**config.mk**
```make
export PLATFORM = sky130hd
export DESIGN_NAME = ws2812_tx
export DESIGN_NICKNAME = d
export VERILOG_FILES = /design/src/rtl/ws2812_pkg.sv /design/src/rtl/ws2812_tx.sv
export SDC_FILE = /design/constraint.sdc
export NUM_CORES = 1
export LEC_CHECK = 0
export CORE_ASPECT_RATIO = 0.75
export CORE_UTILIZATION = 40
export CTS_BUF_LIST = sky130_fd_sc_hd__clkbuf_8 sky130_fd_sc_hd__clkbuf_16
export CTS_CLUSTER_DIAMETER = 120
export DETAILED_ROUTE_END_ITERATION = 8
export PLACE_DENSITY = 0.68
export REMOVE_ABC_BUFFERS = 1
export SLEW_MARGIN = 10
export SYNTH_ARGS = -nofsm -noshare
export SYNTH_HDL_FRONTEND = slang
export SYNTH_SLANG_ARGS = --single-unit
export TNS_END_PERCENT = 10
```
**constraint.sdc**
```tcl
create_clock -name clk -period 4.8 [get_ports clk]
set_input_delay 1.44 -clock clk [delete_from_list [all_inputs] [get_ports clk]]
set_output_delay 1.44 -clock clk [all_outputs]
set_load 0.02 [all_outputs]
```
**src/rtl/ws2812_pkg.sv**
```systemverilog
// Shared state encoding and default WS2812 timing constants (clk cycles).
package ws2812_pkg;

  localparam int unsigned T0H_DEF  = 8;
  localparam int unsigned T1H_DEF  = 16;
  localparam int unsigned TBIT_DEF = 25;
  localparam int unsigned TRST_DEF = 1000;
  localparam int unsigned CW_DEF   = 16;

  typedef enum logic [1:0] {
    StIdle  = 2'd0,
    StShift = 2'd1,
    StLatch = 2'd2
  } state_e;

endpackage

```
**src/rtl/ws2812_tx.sv**
```systemverilog
// WS2812 single-wire NRZ transmitter: serialises 24-bit GRB words MSB first,
// chains words back-to-back, and closes each stream with a TRST low latch gap.
module ws2812_tx
  import ws2812_pkg::*;
#(
  parameter int unsigned T0H  = T0H_DEF,
  parameter int unsigned T1H  = T1H_DEF,
  parameter int unsigned TBIT = TBIT_DEF,
  parameter int unsigned TRST = TRST_DEF,
  parameter int unsigned CW   = CW_DEF
) (
  input  logic        clk,
  input  logic        rst_n,
  input  logic        clear_n,
  input  logic [23:0] in_data,
  input  logic        in_valid,
  output logic        in_ready,
  output logic        led_out,
  output logic        busy
);

  localparam logic [CW-1:0] BitLast = CW'(TBIT - 1);
  localparam logic [CW-1:0] RstLast = CW'(TRST - 1);
  localparam logic [CW-1:0] HiOne   = CW'(T1H);
  localparam logic [CW-1:0] HiZero  = CW'(T0H);

  state_e        state_q, state_d;
  logic [CW-1:0] cnt_q, cnt_d;
  logic [4:0]    bit_q, bit_d;
  logic [23:0]   shreg_q, shreg_d;

  logic bit_end, word_end, take;

  assign bit_end  = (state_q == StShift) && (cnt_q == BitLast);
  assign word_end = bit_end && (bit_q == 5'd0);
  assign in_ready = (state_q == StIdle) || word_end;
  assign take     = in_valid && in_ready;
  assign busy     = (state_q != StIdle);
  // Current bit always sits in shreg_q[23]; its high time picks the symbol.
  assign led_out  = (state_q == StShift) && (cnt_q < (shreg_q[23] ? HiOne : HiZero));

  always_comb begin
    state_d = state_q;
    cnt_d   = cnt_q;
    bit_d   = bit_q;
    shreg_d = shreg_q;
    if (!clear_n) begin
      state_d = StIdle;
      cnt_d   = '0;
      bit_d   = '0;
      shreg_d = '0;
    end else begin
      case (state_q)
        StIdle: begin
          if (take) begin
            state_d = StShift;
            cnt_d   = '0;
            bit_d   = 5'd23;
            shreg_d = in_data;
          end
        end
        StShift: begin
          if (bit_end) begin
            cnt_d = '0;
            if (bit_q == 5'd0) begin
              if (take) begin
                bit_d   = 5'd23;
                shreg_d = in_data;
              end else begin
                state_d = StLatch;
                shreg_d = '0;
              end
            end else begin
              bit_d   = bit_q - 5'd1;
              shreg_d = {shreg_q[22:0], 1'b0};
            end
          end else begin
            cnt_d = cnt_q + CW'(1);
          end
        end
        StLatch: begin
          if (cnt_q == RstLast) begin
            state_d = StIdle;
            cnt_d   = '0;
          end else begin
            cnt_d = cnt_q + CW'(1);
          end
        end
        default: begin
          state_d = StIdle;
          cnt_d   = '0;
          bit_d   = '0;
          shreg_d = '0;
        end
      endcase
    end
  end

  always_ff @(posedge clk or negedge rst_n) begin
    if (!rst_n) begin
      state_q <= StIdle;
      cnt_q   <= '0;
      bit_q   <= '0;
      shreg_q <= '0;
    end else begin
      state_q <= state_d;
      cnt_q   <= cnt_d;
      bit_q   <= bit_d;
      shreg_q <= shreg_d;
    end
  end

endmodule

```
==> flow_summary.ini, run 1 <==
[run_status]
outcome = finished with violations
violations = design-rule violations

[sta]
skew_ns = 0.01301
min_period_ns = 3.746
slew-limit-headroom = 0.3991
setup-tns-final_ns = 0
hold_violations = 0
setup_viol = 0
max_clock_freq_ghz = 0.2670
worstMarginPinSlew_ns = 0.8985
rsz0062_at_grt = false
finalCritPeriodShare = 0.7803
slew_violations = 0

[synth]
syn_area_um2 = 3017
ys_seq_area_frac = 0.3899
synth_flop_cell = dfrtp_1
synth_warnings = 0
synth_top_area_share = 0.3899
ys_ff_latch = 47
synth_common_cells = dfrtp_1 (47), a31oi_1 (26), a32o_1 (22), o2bb2ai_1 (22), nand2_1 (21)
synthCells = 297
yosysMostFrequentCell = dfrtp_1
ys_types = 61
syn_area_per_cell_um2 = 10.16
async_flop_share = 1.000
synth.area.top_cells = dfrtp_1 (39%), a32o_1 (7.3%), o2bb2ai_1 (6.4%)
synth_edf_count = 0
synth_top_cell_by_area = dfrtp_1

[die]
die_area_um2 = 7897
io_pins = 31
die_h_um = 77.21
die_x_um = 102.3
start_util = 0.4115
core_area_um2 = 7331
rows = 27

[final_layout]
nets = 354
antenna_cells = 0
multi_input_area_um2 = 1638
syn_to_final_growth_pct = 13.44
register_area_um2 = 1176
nFillCells = 709
drive_gt1_frac = 0.1069

[setup_path]
cp.arrival_ns = 2.31
required_ns = 3.36
slowest_delay_ns = 0.65
cp_top_family = buffers and inverters
start_kind = flip-flop
cp_slowest_cell = clkdlybuf4s50_1
cp_num_buf_inv = 3
crit_type = flip-flop to output port
cp_max_fo = 6
cp-end-kind = output port
cp_cell_sequence = inv_1, ha_1, nor4b_2, buf_4, nand3_1, o21ai_0, clkdlybuf4s50_1

[pwr]
netSwitchingFraction = 0.4366
power_switching_uw = 688.3
intPower_uw = 888.2
p_total_mw = 1.577
seqPwrFrac = 0.348
p_comb_frac = 0.505
p_leak_nw = 1.298
vdd_drop_max_mv = 0.1867
p_per_area_nw_per_um2 = 460.7
clkPwrFrac = 0.147

[route]
post_drt_wl_per_cell_um = 16.79
drc = 2
drt_iter0_markers = 146
antenna_left = 0
via_per_inst = 6.053
vias = 2536
finalWirelength_um = 7033
drt_pass1_iterations = 6

[cts]
htree_levels = 2
numClockSinks = 47
postCtsHoldBufs = 0
numCtsBuffers = 5
clk_path_buf_depth = 2
clk_pin_slew_ns = 0.09
root_buffer = clkbuf_8
postCtsResizedCells = 0
postCtsSetupRepairBufs = 0
clock_latency_ns = 0.30
cts_tree = built

[global_routing]
grt_max_degree = 60
grt_pass1_vias = 2477
grt_pass1_wl_um = 12160
grt_usage = 0.1920
antenna_found_initial = 0
overflow = 0

[hold_path]
min_path_type = flip-flop to flip-flop

[placement]
dpl.hpwl_um = 4622
gp_congestion = 0.8825
io_buffers = 30

[flow_run]
maxCapViolCount = 0
==> state kept, by name, indices dropped and copies added, names as in the netlist <==
signal / count
shreg_q: 24
cnt_q: 16
state_q: 2
bit_q: 5
==> logic make-up (layout without fill, tap and decap cells) <==
kind of cell,count (synthesis),count (layout),synth area share
fa+ha+maj,9,9,0.03733
simple gates,81,81,0.1659
buf+inv,37,58,0.06803
flops,47,47,0.3899
xor+xnor,11,11,0.03194
compound gates,112,112,0.3069
==> path summary, 6_finish.rpt <==
check	slack, ns	start	to	depth (start not counted)
hold reg to reg	0.50	shreg_q[2]$_DFFE_PN0P_	shreg_q[2]$_DFFE_PN0P_	1
hold / removal	0.50	shreg_q[2]$_DFFE_PN0P_	shreg_q[2]$_DFFE_PN0P_	1
max in group asynchronous	3.16	rst_n	cnt_q[9]$_DFFE_PN0N_	2
setup reg to reg	2.11	state_q[0]$_DFFE_PN0P_	cnt_q[10]$_DFFE_PN0N_	8
min in group asynchronous	1.22	rst_n	cnt_q[8]$_DFFE_PN0N_	2
setup / recovery	1.05	bit_q[0]$_DFFE_PN0P_	in_ready	7
==> metrics by stage <==
step                      worst slack, ns  std cells  instance area, µm²  hold slack (ns)    util
after global routing               0.9571        419                3422           0.5068  0.4668
after CTS                           1.030        419                3422           0.5007  0.4668
after floorplan                    0.9924        273                2860           0.4559       -
after detailed placement            1.123        411                3337           0.4737  0.4552
after global placement              1.157        411                3337           0.4725  0.4552
final                               1.054        419                3422           0.4974  0.4668
==> layout make-up <==
type                       count  area share
multi-input combinational    213      0.4786
sequential                    47      0.3437
timing repair buffer          37      0.1016
tap                          101     0.03693
clock buffer                   5     0.02011
inverter                      13     0.01426
clock inverter                 3    0.004753
==> layout by cell type (no fill, tap or decap), drive strengths merged, types with 9 or more instances in the layout <==
cell type and instances:
dfrtp 47, clkdlybuf4s50 29, a31oi 26, a32o 22, o2bb2ai 22, nand2 21, nor2 16, inv 14
nand3 12, ha 9
==> metal layers <==
| metal | share of wire | wire length, µm | vias up | track usage |
|---|---|---|---|---|
| met5 | 0 | 0 | - | 0 |
| met4 | 0.0073 | 51 | 0 | 0.03857 |
| met3 | 0.034 | 237 | 5 | 0.02461 |
| met2 | 0.45 | 3184 | 48 | 0.2893 |
| met1 | 0.51 | 3561 | 1269 | 0.2918 |
| li1 | - | - | 1214 | - |
==> power by group through the flow <==
stage,registers (mW),logic (mW),clock network [mW]
floorplan,0.536,0.552,0
global placement,0.552,0.781,0
detailed placement,0.555,0.787,0
CTS,0.548,0.789,0.243
global route,0.563,0.880,0.255
finish,0.549,0.796,0.232
No activity file was read; power rests on OpenSTA's default activity.
==> run 2: changes to the inputs <==
PLACE_DENSITY = 0.7   (was 0.68)
clock period = 3.01 ns   (was 4.8 ns; I/O delays follow)
==> run 2 against run 1 <==
  * The run now ends clean
  * Critical path depth fell by 1
  * Die area is the same
  * Sequential share of layout area down 0.67 points
  * Non-clock buffer count increased by 9
  * Sequential cell count stayed put
  * First-iteration DRC count increased by 6.2%
  * Routed wire length is 3.7% higher
  * Largest power group unchanged
  * Clock-buffer cell count is 1 higher
==> flow_summary.ini, run 2 (synthesis gave the netlist of run 1 again) <==
[sta]
hold_ws_ns = 0.4944
rsz0062_at_grt = false
setup_viol = 0
hold_violations = 0
max_clock_freq_ghz = 0.3574
setup-tns-final_ns = 0
skew_ns = 0.01086
slew-limit-headroom = 0.5889
min_period_ns = 2.798
worstMarginPinSlew_ns = 0.6166
slew_violations = 0
finalCritPeriodShare = 0.9295
setup_ws_ns = 0.2123

[final_layout]
layout_common_cells = dfrtp_1 (47), clkdlybuf4s50_1 (27), a31oi_1 (26)
antenna_cells = 0
post-route-cell-area_um2 = 3490
drive_gt1_frac = 0.1319
layout_commonest_cell = dfrtp_1
largest_register = shreg_q
syn_to_final_growth_pct = 15.68
largest_reg_flops = 24
nets = 363
reg_top3 = shreg_q: 24 flops, cnt_q: 16 flops, bit_q: 5 flops

[setup_path]
required_ns = 2.11
crit_type = flip-flop to output port
r2r_cells = 7
start_kind = flip-flop
cp-end-kind = output port
cp_max_fo = 3
cp.arrival_ns = 1.89

[cts]
postCtsSetupRepairBufs = 0
clk_pin_slew_ns = 0.09
root_buffer = clkbuf_8
htree_levels = 2
numCtsBuffers = 5
clk_path_buf_depth = 2
cts_tree = built
numClockSinks = 47
clock_latency_ns = 0.30

[hold_path]
whs_path_depth = 1
min_path_type = flip-flop to flip-flop

[route]
vias = 2582
via_per_inst = 6.047
drt_pass1_iterations = 4
drt_iter0_markers = 155
finalWirelength_um = 7292
antenna_left = 0
drc = 0
post_drt_wl_per_cell_um = 17.08

[pwr]
seqPwrFrac = 0.345
p_per_area_nw_per_um2 = 729.8
vdd_drop_max_mv = 0.2655
power_switching_mw = 1.098
p_comb_frac = 0.504
clkPwrFrac = 0.151
intPower_mw = 1.449
p_leak_nw = 1.348
netSwitchingFraction = 0.4311

[placement]
dpl.hpwl_um = 4898
place_area_um2 = 3405
pre_cts_slack_ns = 0.2524
io_buffers = 30
gp_congestion = 0.8697

[die]
rows = 27
die_h_um = 77.21
io_pins = 31
die_area_um2 = 7897
core_area_um2 = 7331
die_x_um = 102.3
start_util = 0.4115

[global_routing]
antenna_found_initial = 0
overflow = 0
grt_pass1_wl_um = 12450
grt_usage = 0.2012
grt_max_degree = 60
grt_pass1_vias = 2504

[flow_run]
maxCapViolCount = 0

[run_status]
outcome = complete, no violations
-- run 2: cell types whose count changed in the layout (fill, tap and decap cells not counted), sizes merged --
cell / before / now
clkinvlp: 1 / 0
inv: 14 / 13
dlygate4sd2: 0 / 2
buf: 8 / 17
clkdlybuf4s50: 29 / 27
clkbuf: 5 / 6
-- run 2: timing repair --
action | CTS | global route
endpoints found under the setup margin | 2 | 0
hold buffers | 0 | 0
hold endpoints to repair | 0 | 0
resized for setup | 2 | 0
-- run 2: metrics by stage --
stage                     power (mW)    util  cells
after floorplan                1.735       -    273
after global placement         2.151  0.4644    420
after detailed placement       2.162  0.4644    420
after CTS                      2.548  0.4760    427
after global routing           2.733  0.4760    427
final                          2.547  0.4760    427
-- run 2: worst max-delay path, stage by stage, from the launching register on --
cell and delay (ns):
dfrtp_1 0.41, inv_1 0.11, ha_1 0.16, nor4b_2 0.26
nand3_1 0.12, o21ai_0 0.17, dlygate4sd2_1 0.35
-- run 2: path summary, 6_finish.rpt --
path | startpoint | end | slack [ns]
worst max-delay path | bit_q[0]$_DFFE_PN0P_ | in_ready | 0.21
worst min-delay path | shreg_q[15]$_DFFE_PN0P_ | shreg_q[15]$_DFFE_PN0P_ | 0.49
worst max register to register | bit_q[0]$_DFFE_PN0P_ | shreg_q[23]$_DFFE_PN0P_ | 0.62
min in group asynchronous | rst_n | state_q[0]$_DFFE_PN0P_ | 0.52
max in group asynchronous | rst_n | cnt_q[0]$_DFFE_PN0N_ | 1.86
worst min register to register | shreg_q[15]$_DFFE_PN0P_ | shreg_q[15]$_DFFE_PN0P_ | 0.49
-- run 2: cell type report --
cell class              count  area [µm²]
fillers                   684        3841
well taps                 101       126.4
flip-flops and latches     47        1176
clock inverters             1       5.005
clock buffers               6       82.58
repair buffers             46       412.9
multi-input cells         213        1638
inverters                  13       48.80
-- run 2: power by group through the flow --
stage          Clock (mW)  Combinational, mW  Sequential (mW)
3_3_place_gp            0               1.27            0.879
2_1_floorplan           0              0.880            0.855
6_report            0.386               1.28            0.878
3_5_place_dp            0               1.28            0.885
4_1_cts             0.398               1.28            0.875
5_1_grt             0.422               1.41            0.897
-- run 2: per-layer routing --
metal	GRT usage	vias up	wire length, µm
met5	0	-	0
met4	0.05714	0	66
met2	0.2872	59	3172
met3	0.03737	4	320
li1	-	1233	-
met1	0.3057	1286	3733
